===== src/rtl/rom_scan_reader.sv =====
// Read-side client for a one-clock-latency lookup ROM: scans words 0..NUM_WORDS-1 and reports
// sum, max/min with addresses and word count. Define ROM_SCAN_THRESH_EN to add the above_cnt output.
module rom_scan_reader #(
    parameter int NUM_WORDS = 11,
    parameter int ADDR_W    = 8,
    parameter int DATA_W    = 8,
    parameter int SUM_W     = 16,
    parameter int THRESH    = 90
) (
    input  logic              clk,
    input  logic              rst_n,
    input  logic              start,
    output logic [ADDR_W-1:0] rom_addr,
    input  logic [DATA_W-1:0] rom_data,
    output logic              busy,
    output logic              done,
    output logic [SUM_W-1:0]  sum,
    output logic [DATA_W-1:0] max_val,
    output logic [ADDR_W-1:0] max_addr,
    output logic [DATA_W-1:0] min_val,
    output logic [ADDR_W-1:0] min_addr,
    output logic [8:0]        count
`ifdef ROM_SCAN_THRESH_EN
    ,
    output logic [8:0]        above_cnt
`endif
);

    typedef enum logic [1:0] {
        S_IDLE  = 2'd0,
        S_RUN   = 2'd1,
        S_DRAIN = 2'd2,
        S_DONE  = 2'd3
    } state_t;

    localparam logic [ADDR_W-1:0] LAST_ADDR = ADDR_W'(NUM_WORDS - 1);
    localparam logic [ADDR_W-1:0] ADDR_ONE  = ADDR_W'(1);

    state_t             state_r;
    logic [ADDR_W-1:0]  rom_addr_r;
    logic               busy_r;
    logic               done_r;
    // req_vld_r marks an address currently presented to the ROM; pipe_vld_r marks its returning data.
    logic               req_vld_r;
    logic               pipe_vld_r;
    logic [ADDR_W-1:0]  pipe_addr_r;

    logic [SUM_W-1:0]   sum_r;
    logic [DATA_W-1:0]  max_val_r;
    logic [ADDR_W-1:0]  max_addr_r;
    logic [DATA_W-1:0]  min_val_r;
    logic [ADDR_W-1:0]  min_addr_r;
    logic [8:0]         count_r;

    logic               accept_s;
    logic [SUM_W-1:0]   sum_nxt_s;
    logic               max_upd_s;
    logic               min_upd_s;

    // Start is only honoured while idle
    always_comb begin
        accept_s = 1'b0;
        if ((state_r == S_IDLE) && start) begin
            accept_s = 1'b1;
        end else begin
            accept_s = 1'b0;
        end
    end

    // Scan sequencer: address generation, busy/done and request-valid tracking
    always_ff @(posedge clk or negedge rst_n) begin
        if (!rst_n) begin
            state_r    <= S_IDLE;
            rom_addr_r <= {ADDR_W{1'b0}};
            busy_r     <= 1'b0;
            done_r     <= 1'b0;
            req_vld_r  <= 1'b0;
        end else begin
            case (state_r)
                S_IDLE: begin
                    done_r <= 1'b0;
                    if (start) begin
                        rom_addr_r <= {ADDR_W{1'b0}};
                        req_vld_r  <= 1'b1;
                        busy_r     <= 1'b1;
                        // A single-word scan has nothing further to address
                        state_r    <= (NUM_WORDS == 1) ? S_DRAIN : S_RUN;
                    end else begin
                        state_r    <= S_IDLE;
                    end
                end
                S_RUN: begin
                    if (rom_addr_r == LAST_ADDR) begin
                        req_vld_r <= 1'b0;
                        state_r   <= S_DRAIN;
                    end else begin
                        rom_addr_r <= rom_addr_r + ADDR_ONE;
                        state_r    <= S_RUN;
                    end
                end
                S_DRAIN: begin
                    req_vld_r <= 1'b0;
                    // Finish once the last requested word has come back and been accumulated
                    if (pipe_vld_r && !req_vld_r) begin
                        busy_r  <= 1'b0;
                        done_r  <= 1'b1;
                        state_r <= S_DONE;
                    end else begin
                        state_r <= S_DRAIN;
                    end
                end
                S_DONE: begin
                    done_r  <= 1'b0;
                    state_r <= S_IDLE;
                end
                default: begin
                    busy_r    <= 1'b0;
                    done_r    <= 1'b0;
                    req_vld_r <= 1'b0;
                    state_r   <= S_IDLE;
                end
            endcase
        end
    end

    // Delay the request by the ROM's read latency so data lines up with its address
    always_ff @(posedge clk or negedge rst_n) begin
        if (!rst_n) begin
            pipe_vld_r  <= 1'b0;
            pipe_addr_r <= {ADDR_W{1'b0}};
        end else begin
            pipe_vld_r  <= req_vld_r;
            pipe_addr_r <= rom_addr_r;
        end
    end

    // Strict compares so that ties keep the earliest address
    always_comb begin
        sum_nxt_s = sum_r + SUM_W'(rom_data);
        if (rom_data > max_val_r) begin
            max_upd_s = 1'b1;
        end else begin
            max_upd_s = 1'b0;
        end
        if (rom_data < min_val_r) begin
            min_upd_s = 1'b1;
        end else begin
            min_upd_s = 1'b0;
        end
    end

    // Result accumulator
    always_ff @(posedge clk or negedge rst_n) begin
        if (!rst_n) begin
            sum_r      <= {SUM_W{1'b0}};
            max_val_r  <= {DATA_W{1'b0}};
            max_addr_r <= {ADDR_W{1'b0}};
            min_val_r  <= {DATA_W{1'b1}};
            min_addr_r <= {ADDR_W{1'b0}};
            count_r    <= 9'd0;
        end else if (accept_s) begin
            sum_r      <= {SUM_W{1'b0}};
            max_val_r  <= {DATA_W{1'b0}};
            max_addr_r <= {ADDR_W{1'b0}};
            min_val_r  <= {DATA_W{1'b1}};
            min_addr_r <= {ADDR_W{1'b0}};
            count_r    <= 9'd0;
        end else if (pipe_vld_r) begin
            sum_r   <= sum_nxt_s;
            count_r <= count_r + 9'd1;
            if (max_upd_s) begin
                max_val_r  <= rom_data;
                max_addr_r <= pipe_addr_r;
            end
            if (min_upd_s) begin
                min_val_r  <= rom_data;
                min_addr_r <= pipe_addr_r;
            end
        end
    end

`ifdef ROM_SCAN_THRESH_EN
    localparam logic [DATA_W-1:0] THRESH_V = DATA_W'(THRESH);

    logic [8:0] above_cnt_r;
    logic       above_s;

    // Threshold hit for the word currently returning from the ROM
    always_comb begin
        if (rom_data >= THRESH_V) begin
            above_s = 1'b1;
        end else begin
            above_s = 1'b0;
        end
    end

    // Count of accumulated words at or above the threshold
    always_ff @(posedge clk or negedge rst_n) begin
        if (!rst_n) begin
            above_cnt_r <= 9'd0;
        end else if (accept_s) begin
            above_cnt_r <= 9'd0;
        end else if (pipe_vld_r && above_s) begin
            above_cnt_r <= above_cnt_r + 9'd1;
        end
    end

    assign above_cnt = above_cnt_r;
`endif

    assign rom_addr = rom_addr_r;
    assign busy     = busy_r;
    assign done     = done_r;
    assign sum      = sum_r;
    assign max_val  = max_val_r;
    assign max_addr = max_addr_r;
    assign min_val  = min_val_r;
    assign min_addr = min_addr_r;
    assign count    = count_r;

endmodule


===== config.mk =====
export PLATFORM = sky130hd
export DESIGN_NAME = rom_scan_reader
export DESIGN_NICKNAME = d
export VERILOG_FILES = /design/src/rtl/rom_scan_reader.sv
export SDC_FILE = /design/constraint.sdc
export NUM_CORES = 1
export LEC_CHECK = 0
export CORE_AREA = 2 2 122 124
export CTS_CLUSTER_DIAMETER = 30
export DETAILED_ROUTE_END_ITERATION = 10
export DIE_AREA = 0 0 124 126
export PLACE_DENSITY_LB_ADDON = 0.3
export SYNTH_ARGS = -nofsm -noshare
export SYNTH_HDL_FRONTEND = slang
export SYNTH_SLANG_ARGS = --single-unit

===== constraint.sdc =====
create_clock -name clk -period 3.4 [get_ports clk]
set_input_delay 0.68 -clock clk [delete_from_list [all_inputs] [get_ports clk]]
set_output_delay 0.68 -clock clk [all_outputs]
set_load 0.05 [all_outputs]

After elaboration in Yosys (flattened, before gate mapping). Index checks and enable logic that the tools add are counted.

Memory bits (read-only): 0. RAM bits: 0. Word-level logic and storage cells: 77. Register bits: 79. Bits in latches: 0. Output and inout bits: 67. Input bits: 11. Memories: 0.

Reduce and logical (&&, ||, !) cells: 18. Bitwise logic cells: 0. Equality and inequality tests: 8. Div/mod/pow operators: 0. Order comparisons: 2. Muxes and demuxes: 33. $mul: 0. Add/sub/neg operators: 3. Shift-type cells: 0.

Operator list (number): 8-bit 2-to-1 mux (14); 16-bit 2-to-1 mux (2); 9-bit 2-to-1 mux (2); 16-bit by 8-bit adder with 16-bit output (1); 8-bit case mux with 2 select lines (1); 2-bit nonzero test (6); 9-bit by 1-bit adder with 9-bit output (second input constant) (1); 1-bit 2-to-1 mux (9); 3-bit AND reduction (3); 8-bit by 1-bit adder with 8-bit output (second input constant) (1); 8-bit by 4-bit == test with 1-bit output (second input constant) (1); 8-bit greater-than comparator (1); 8-bit less-than comparator (1); 2-bit != test (second input constant) (4); 2-bit case mux with 4 select lines (1); 2-bit AND reduction (3); 2-bit == test (second input constant) (2); 1-bit case mux with 2 select lines (2); 1-bit case mux with 3 select lines (1); 3-bit nonzero test (1); 2-bit by 1-bit == test with 1-bit output (second input constant) (1); 1-bit logical AND (2); 2-bit zero test (1); 2-bit 2-to-1 mux (1); 2 further kinds (2).

Longest topological paths before layout. Gate-level depths: netlist of run 1.

Word-level depth: 5. Depth in mapped cells: 8. Gate-level depth less buffers: 7.

Worst setup path after synthesis of run 1. No wires, ideal clock.

Kind: reg-to-reg. Start: register max_val_r[3] (netlist: max_val[3]). End: register max_addr_r[6] (netlist: max_addr[6]). Buffers on the path: 1. Path slack: 1.156 ns. Stages on the path, launching flop included: 9. Arrival time: 2.165 ns. Cells stage by stage: dfrtp_1 inv_1 ha_1 and4_1 a21oi_1 o31ai_4 nor2_2 buf_6 mux2i_1.

Cells in the longest elaborated chain, start to end: 4.

RTL lines: from (decl) (RTL line 49) `logic [DATA_W-1:0] max_val_r;`; from (signal assigned) (RTL line 156) `max_val_r <= {DATA_W{1'b0}};`; from (signal assigned) (RTL line 163) `max_val_r <= {DATA_W{1'b0}};`; from (signal assigned) (RTL line 172) `max_val_r <= rom_data;`; 8-bit greater-than comparator (RTL line 140) `if (rom_data > max_val_r) begin`; 1-bit 2-to-1 mux (RTL line 140); 2-bit nonzero test (no source line); 2-bit AND reduction (no source line); to (signal assigned) (RTL line 157) `max_addr_r <= {ADDR_W{1'b0}};`; to (signal assigned) (RTL line 164) `max_addr_r <= {ADDR_W{1'b0}};`; to (signal assigned) (RTL line 173) `max_addr_r <= pipe_addr_r;`; to (decl) (RTL line 50) `logic [ADDR_W-1:0] max_addr_r;`.

No other way between the ends. A chain may end at the register's enable or synchronous reset.

Final worst setup path of run 1.
Start: input port rom_data[0]. End: register max_addr_r[4] (netlist: max_addr[4]).

Cells in the longest elaborated chain, start to end: 4.

RTL lines: from (decl) (RTL line 14) `input logic [DATA_W-1:0] rom_data,`; 8-bit greater-than comparator (RTL line 140); 1-bit 2-to-1 mux (RTL line 140); 2-bit nonzero test (no source line); 2-bit AND reduction (no source line).

No other way between the ends.

==> results of run 1 <==
[layout make-up]
| type | count | area share, % |
|---|---|---|
| clock inverter | 6 | 1.92 |
| sequential | 79 | 35.5 |
| timing repair buffer | 89 | 15.3 |
| inverter | 21 | 1.41 |
| multi-input combinational | 303 | 37.4 |
| clock buffer | 10 | 4.27 |
| tap | 184 | 4.12 |
[kinds of logic after synthesis]
| group | count (synthesis) | share of synthesized area (%) |
|---|---|---|
| AND/OR/NAND/NOR | 147 | 16.7 |
| adder cells (fa/ha/maj) | 30 | 9.08 |
| buffers and inverters | 34 | 3.23 |
| XOR/XNOR | 17 | 3.53 |
| multiplexers | 31 | 7.39 |
| AO/OA/AOI/OAI | 78 | 12.9 |
| flip-flops | 79 | 47.1 |
[metrics by stage]
step	cell area [um^2]	hold slack (ns)	util (%)	std cells	power, W
global route	5590	0.402	39.1	692	0.00587
finish	5590	0.379	39.1	692	0.00549
CTS	5590	0.382	39.1	692	0.00557
detailed placement	5250	0.368	36.7	676	0.00441
floorplan	4220	0.354	-	416	0.00353
global placement	5250	0.361	36.7	676	0.00436
[placed cells by master (no fill, tap or decap), drive strengths merged, types with 4 or more instances in the layout]
| master | count |
|---|---|
| nor2b | 4 |
| buf | 13 |
| a21oi | 15 |
| a21o | 6 |
| xnor2 | 4 |
| nand4 | 7 |
| o21ai | 19 |
| and3 | 7 |
| nand2 | 58 |
| or3 | 5 |
| a211oi | 7 |
| xor2 | 13 |
| mux2i | 30 |
| dfrtp | 71 |
| inv | 21 |
| ha | 29 |
| nor2 | 32 |
| o211ai | 11 |
| clkbuf | 10 |
| nand3 | 16 |
| dfstp | 8 |
| clkdlybuf4s50 | 76 |
[critical path, stage by stage]
cell	delay (ns)
clkdlybuf4s50_1	0.51
inv_1	0.10
ha_1	0.30
and4_1	0.15
a21oi_1	0.24
o31ai_4	0.15
nor2_2	0.74
mux2i_1	0.28
[flip-flops by register name, summed over array words and instances (netlist names), 8 cells and up, named ones only]
name / count
max_val: 8
count: 9
max_addr: 8
rom_addr: 8
pipe_addr_r: 8
min_val: 8
min_addr: 8
sum: 16
[cell usage after synthesis (all sizes together) (3+ instances only)]
library cell  number  area (um^2)
nor3               3         15.0
buf                3         20.0
nand2             58          220
a21oi             15         78.8
a211oi             7         57.6
nand4              7         43.8
xnor2              4         35.0
dfrtp             71         1780
and2               3         18.8
and4               3         26.3
o21ai             19         95.1
dfstp              8          210
ha                29          363
nand3             16         80.1
nor2b              4         25.0
and3               7         43.8
xor2              13          114
a21o               6         45.0
a31oi              3         25.0
mux2i             30          300
inv               21         78.8
o211ai            11         82.6
nor2              32          123
or3                5         31.3
clkbuf            10         37.5
nor4b              3         32.5
[final timing paths]
| check | from | endpoint | slack, ns | cells past startpoint |
|---|---|---|---|---|
| worst max-delay path | rom_data[0] | max_addr[4] | 0.49 | 8 |
| worst max register to register | max_val[3] | max_addr[4] | 0.93 | 7 |
| worst min register to register | req_vld_r | pipe_vld_r | 0.38 | 0 |
| max in group asynchronous | rst_n | count[0] | 2.23 | 1 |
| min in group asynchronous | rst_n | max_val[0] | 0.54 | 1 |
| worst min-delay path | req_vld_r | pipe_vld_r | 0.38 | 0 |
[report_power, final]
| part | internal, W | switching, W |
|---|---|---|
| Combinational | 0.00103 | 0.00184 |
| Sequential | 0.00126 | 0.000247 |
| Clock | 0.000734 | 0.000386 |
[per-layer routing]
layer / part of all wire (%) / wire length (um) / vias up
li1: - / - / 1647
met1: 47 / 5030 / 1672
met2: 46 / 4840 / 72
met3: 4.9 / 516 / 14
met4: 2.1 / 223 / 0
met5: 0 / 0 / -
==> results.json, run 1 <==
{
  "coreArea_mm2": 0.0143,
  "port-buffer-count": 77,
  "drt-wirelength-per-cell_um": 15.3,
  "clock.fmax_ghz": 0.343,
  "die_x_um": 124,
  "min_period_ns": 2.91,
  "busiest_layer": "met2",
  "clk_latency_ns": 0.34,
  "synth-edff-count": 0,
  "grt_use_met2_pct": 21.6,
  "rsz0062_at_grt": "false",
  "drtIter0Drc": 212,
  "setup_violations": 0,
  "postCtsResizedCells": 0,
  "finalNetCount": 544,
  "power.density_mw_per_mm2": 982,
  "avgViaCountPerCell": 4.92,
  "grt_start_max_net_pins": 80,
  "grt_overflow_total": 0,
  "critPathCaptureType": "flip-flop",
  "synthCells": 416,
  "htree_levels": 3,
  "synth_flop_cell": "dfrtp_1",
  "cp.required_ns": 3.65,
  "ys_async_sr_fraction_pct": 100,
  "finalHoldViolations": 0,
  "drc": 0,
  "vdd_drop_max_mv": 0.451,
  "seq_area_mm2": 0.00199,
  "die_height_um": 126,
  "status": "finished clean",
  "wirelength_um": 10600,
  "syn-mean-instance-area_um2": 10.1,
  "grt_antenna_before_repair": 0,
  "final_layout_size_suffix_gt1_share_pct": 9.45,
  "grt_util_met3_pct": 3.22,
  "timing.final.ws_setup_ns": 0.487,
  "cts_made_buffers": 9,
  "path_clk_slew_ns": 0.06,
  "final_max_slew_viol_count": 0,
  "start_kind": "input pin",
  "syn-num-nets": 457,
  "crit_arrival_ns": 3.17,
  "hold_buffers": 0,
  "worst_pin_slew_ns": 1.02,
  "grt_pass1_vias": 3377,
  "dp_worst_setup_slack_ns": 0.106,
  "dieArea_mm2": 0.0156,
  "ys_ff_latch": 79,
  "cts_tree": "done",
  "gp_congestion": 0.820,
  "period_share_pct": 85.7,
  "dr_total_vias": 3405,
  "firstDrtPassIters": 4,
  "hpwl_um": 7460,
  "use_met1_pct": 19.4,
  "syn_area_mm2": 0.00422,
  "design.portCount": 78,
  "hold_path_class": "flip-flop to flip-flop",
  "total_leakage_power_nw": 2.53,
  "drv_cap": 0,
  "critical_path_class": "input pin to flip-flop",
  "ys_seq_area_share_pct": 47.1,
  "track_usage_pct": 14.2,
  "root_buffer": "clkbuf_16",
  "yosysUniqueCellTypes": 55,
  "rows": 44,
  "tns_ns": 0,
  "grt_pass1_wl_um": 17200,
  "area_growth_pct": 32.7,
  "cts.path.max_buffers": 2,
  "crit_fanout": 14,
  "multiInputGateArea_mm2": 0.00209,
  "cts_setup_buffers": 0,
  "start_util_pct": 29.5,
  "drtAntennaViolNets": 0,
  "fillers": 1448,
  "slew_headroom_pct": 32.2,
  "fin_skew_ns": 0.00918,
  "num_antenna_cells": 0,
  "clock-sinks": 79,
  "yosys_warnings": 0
}
Power figures use the tool's default switching activity.
==> run 2, diff against run 1 <==
- ABC_AREA: default -> 1
- CAP_MARGIN: default -> 20
- CORE_AREA: 2 2 122 124 -> 2 2 127 129
- CTS_BUF_LIST: default -> sky130_fd_sc_hd__clkbuf_16
- DIE_AREA: 0 0 124 126 -> 0 0 129 131
==> run 2 against run 1 <==
Largest power group unchanged. Combinational power fell by 10%. Clock power fell by 17%. Sequential power fell by 3%. Synthesized cell count rose by 32%. Sequential cell count did not move. Critical path type unchanged. Non-clock buffer count fell by 10. Highest routed layer unchanged. Utilization fell by 1.9 points.
==> results.json, run 2 <==
{
  "status": "finished clean",
  "dr_total_vias": 3889,
  "grt_antenna_before_repair": 0,
  "drtAntennaViolNets": 0,
  "syn_area_mm2": 0.00456,
  "drc": 0,
  "drtIter0Drc": 236,
  "final_cells": 843,
  "hold_buffers": 0,
  "fillers": 1616,
  "grt_pass1_wl_um": 19000,
  "synth_common_cells": "150 x nand2_1, 71 x dfrtp_1, 60 x inv_1",
  "track_usage_pct": 14.5,
  "gp_congestion": 0.881,
  "synth_flop_cell": "dfrtp_1",
  "ys_seq_area_share_pct": 43.5,
  "htree_levels": 3,
  "fin_skew_ns": 0.00992,
  "cts_made_buffers": 9,
  "design_area_mm2": 0.00580,
  "synth_top_area_share_pct": 38.9,
  "clock-sinks": 79,
  "cts.path.max_buffers": 2,
  "synthXorXnorAreaFrac_pct": 1.92,
  "num_antenna_cells": 0,
  "yosysUniqueCellTypes": 39,
  "slew_headroom_pct": 49.1,
  "wirelength_um": 11400,
  "start_util_pct": 29.3,
  "rows": 46,
  "clock.fmax_ghz": 0.396,
  "total_leakage_power_nw": 2.81,
  "grt_start_max_net_pins": 80,
  "postLayoutCoreUtil_pct": 37.2,
  "synth-edff-count": 0,
  "syn-num-nets": 589,
  "synthCells": 548,
  "place_inst": 827,
  "hpwl_um": 8300,
  "start_kind": "input pin",
  "dieArea_mm2": 0.0169,
  "power.density_mw_per_mm2": 855,
  "synthMuxAreaShare_pct": 0,
  "min_period_ns": 2.53,
  "layout_common_cells": "150 x nand2_1, 76 x clkdlybuf4s50_1, 71 x dfrtp_1",
  "setup_violations": 0,
  "clk_latency_ns": 0.35,
  "rsz0062_at_grt": "false",
  "drt-wirelength-per-cell_um": 13.5,
  "die_x_um": 129,
  "worst_pin_slew_ns": 0.760,
  "hold_path_class": "input pin to async pin",
  "cp.required_ns": 3.63,
  "synth-simple-area-share_pct": 30.5,
  "placed_area_mm2": 0.00549,
  "largest_register_ffs": 16,
  "crit_fanout": 17,
  "design.portCount": 78,
  "syn-mean-instance-area_um2": 8.33,
  "final_layout_size_suffix_gt1_share_pct": 11.0,
  "final_common_cell": "nand2_1",
  "yosys_warnings": 0,
  "area_growth_pct": 27.1,
  "vdd_drop_max_mv": 0.405,
  "finalNetCount": 664,
  "ys_async_sr_fraction_pct": 100,
  "grt_pass1_vias": 3942,
  "crit_arrival_ns": 2.75,
  "ys_top_cells_by_area": "dfrtp_1 39%, nand2_1 12%, ha_1 8.0%",
  "ys_ff_latch": 79,
  "port-buffer-count": 77,
  "synth_top_family_by_area": "simple AND/OR/NAND/NOR gates",
  "avgViaCountPerCell": 4.61,
  "synth-compound-area-share_pct": 7.73,
  "tns_ns": 0,
  "cts_setup_buffers": 0,
  "hold_slack_ns": 0.266,
  "cts_tree": "done",
  "grt_overflow_total": 0,
  "firstDrtPassIters": 4,
  "final_max_slew_viol_count": 0,
  "path_clk_slew_ns": 0.06,
  "synth_adder_area_share_pct": 8.39,
  "coreArea_mm2": 0.0156,
  "period_share_pct": 74.4,
  "yosys.area.top_type": "dfrtp_1",
  "drv_cap": 0,
  "die_height_um": 131,
  "critPathCaptureType": "flip-flop",
  "critical_path_class": "input pin to flip-flop",
  "finalHoldViolations": 0,
  "post-synth-top-count-cell": "nand2_1",
  "postCtsResizedCells": 0,
  "root_buffer": "clkbuf_16"
}
==> run 2: cell count changes in the layout (fill, tap and decap cells not counted), moves of 8 or more <==
cell,delta
nand3_2,+15
mux2i_1,-30
nor2_1,+17
o211ai_1,-11
xor2_1,-8
nand2_1,+93
nand3_1,+26
inv_1,+39
buf_4,-11
==> run 2: metrics by stage <==
step / setup WS, ns / total power (W)
after floorplan: 1.44 / 0.00337
after global placement: 0.568 / 0.00402
after detailed placement: 0.531 / 0.00406
after CTS: 0.888 / 0.00502
after global routing: 0.731 / 0.00533
final: 0.872 / 0.00496
==> run 2: cell type report <==
type | count | area (um^2) | area share, %
multi-input combinational | 390 | 2220 | 38.2
sequential | 79 | 1990 | 34.3
inverter | 64 | 245 | 4.23
clock inverter | 6 | 52.6 | 0.906
timing repair buffer | 79 | 803 | 13.9
tap | 216 | 270 | 4.66
clock buffer | 9 | 225 | 3.88
==> run 2: per-layer routing <==
| metal | GRT usage (%) | wire length, um | vias up |
|---|---|---|---|
| li1 | - | - | 1918 |
| met1 | 17.8 | 5110 | 1855 |
| met2 | 24.0 | 5470 | 95 |
| met3 | 3.99 | 598 | 21 |
| met4 | 6.01 | 235 | 0 |
| met5 | 0 | 0 | - |
==> run 2: kinds of logic after synthesis <==
logic type	Yosys count
compound gates	57
xor+xnor	10
fa+ha+maj	30
buf+inv	79
flops	79
simple gates	293
==> run 2: final timing paths <==
path	startpoint	end	slack, ns	cells after the start
max	rom_data[1]	max_addr[0]	0.87	8
min	rst_n	sum[4]	0.27	1
max reg2reg	min_val[5]	min_addr[6]	1.32	9
min reg2reg	req_vld_r	pipe_vld_r	0.44	0
max in group asynchronous	rst_n	min_val[0]	2.50	2
min in group clk	req_vld_r	pipe_vld_r	0.44	0
==> run 2: power breakdown <==
part | internal, W | switching, W | total [W]
clock | 0.000554 | 0.000376 | 0.000930
sequential | 0.00121 | 0.000248 | 0.00146
combinational | 0.000815 | 0.00175 | 0.00257
==> run 2: critical path, cell delays in order <==
cell and delay [ns]:
clkdlybuf4s50_1 0.72, ha_1 0.32, nand2_1 0.07, nor2_1 0.06, a21oi_4 0.44, nand2_4 0.26, nand3_1 0.13, nand2_1 0.06
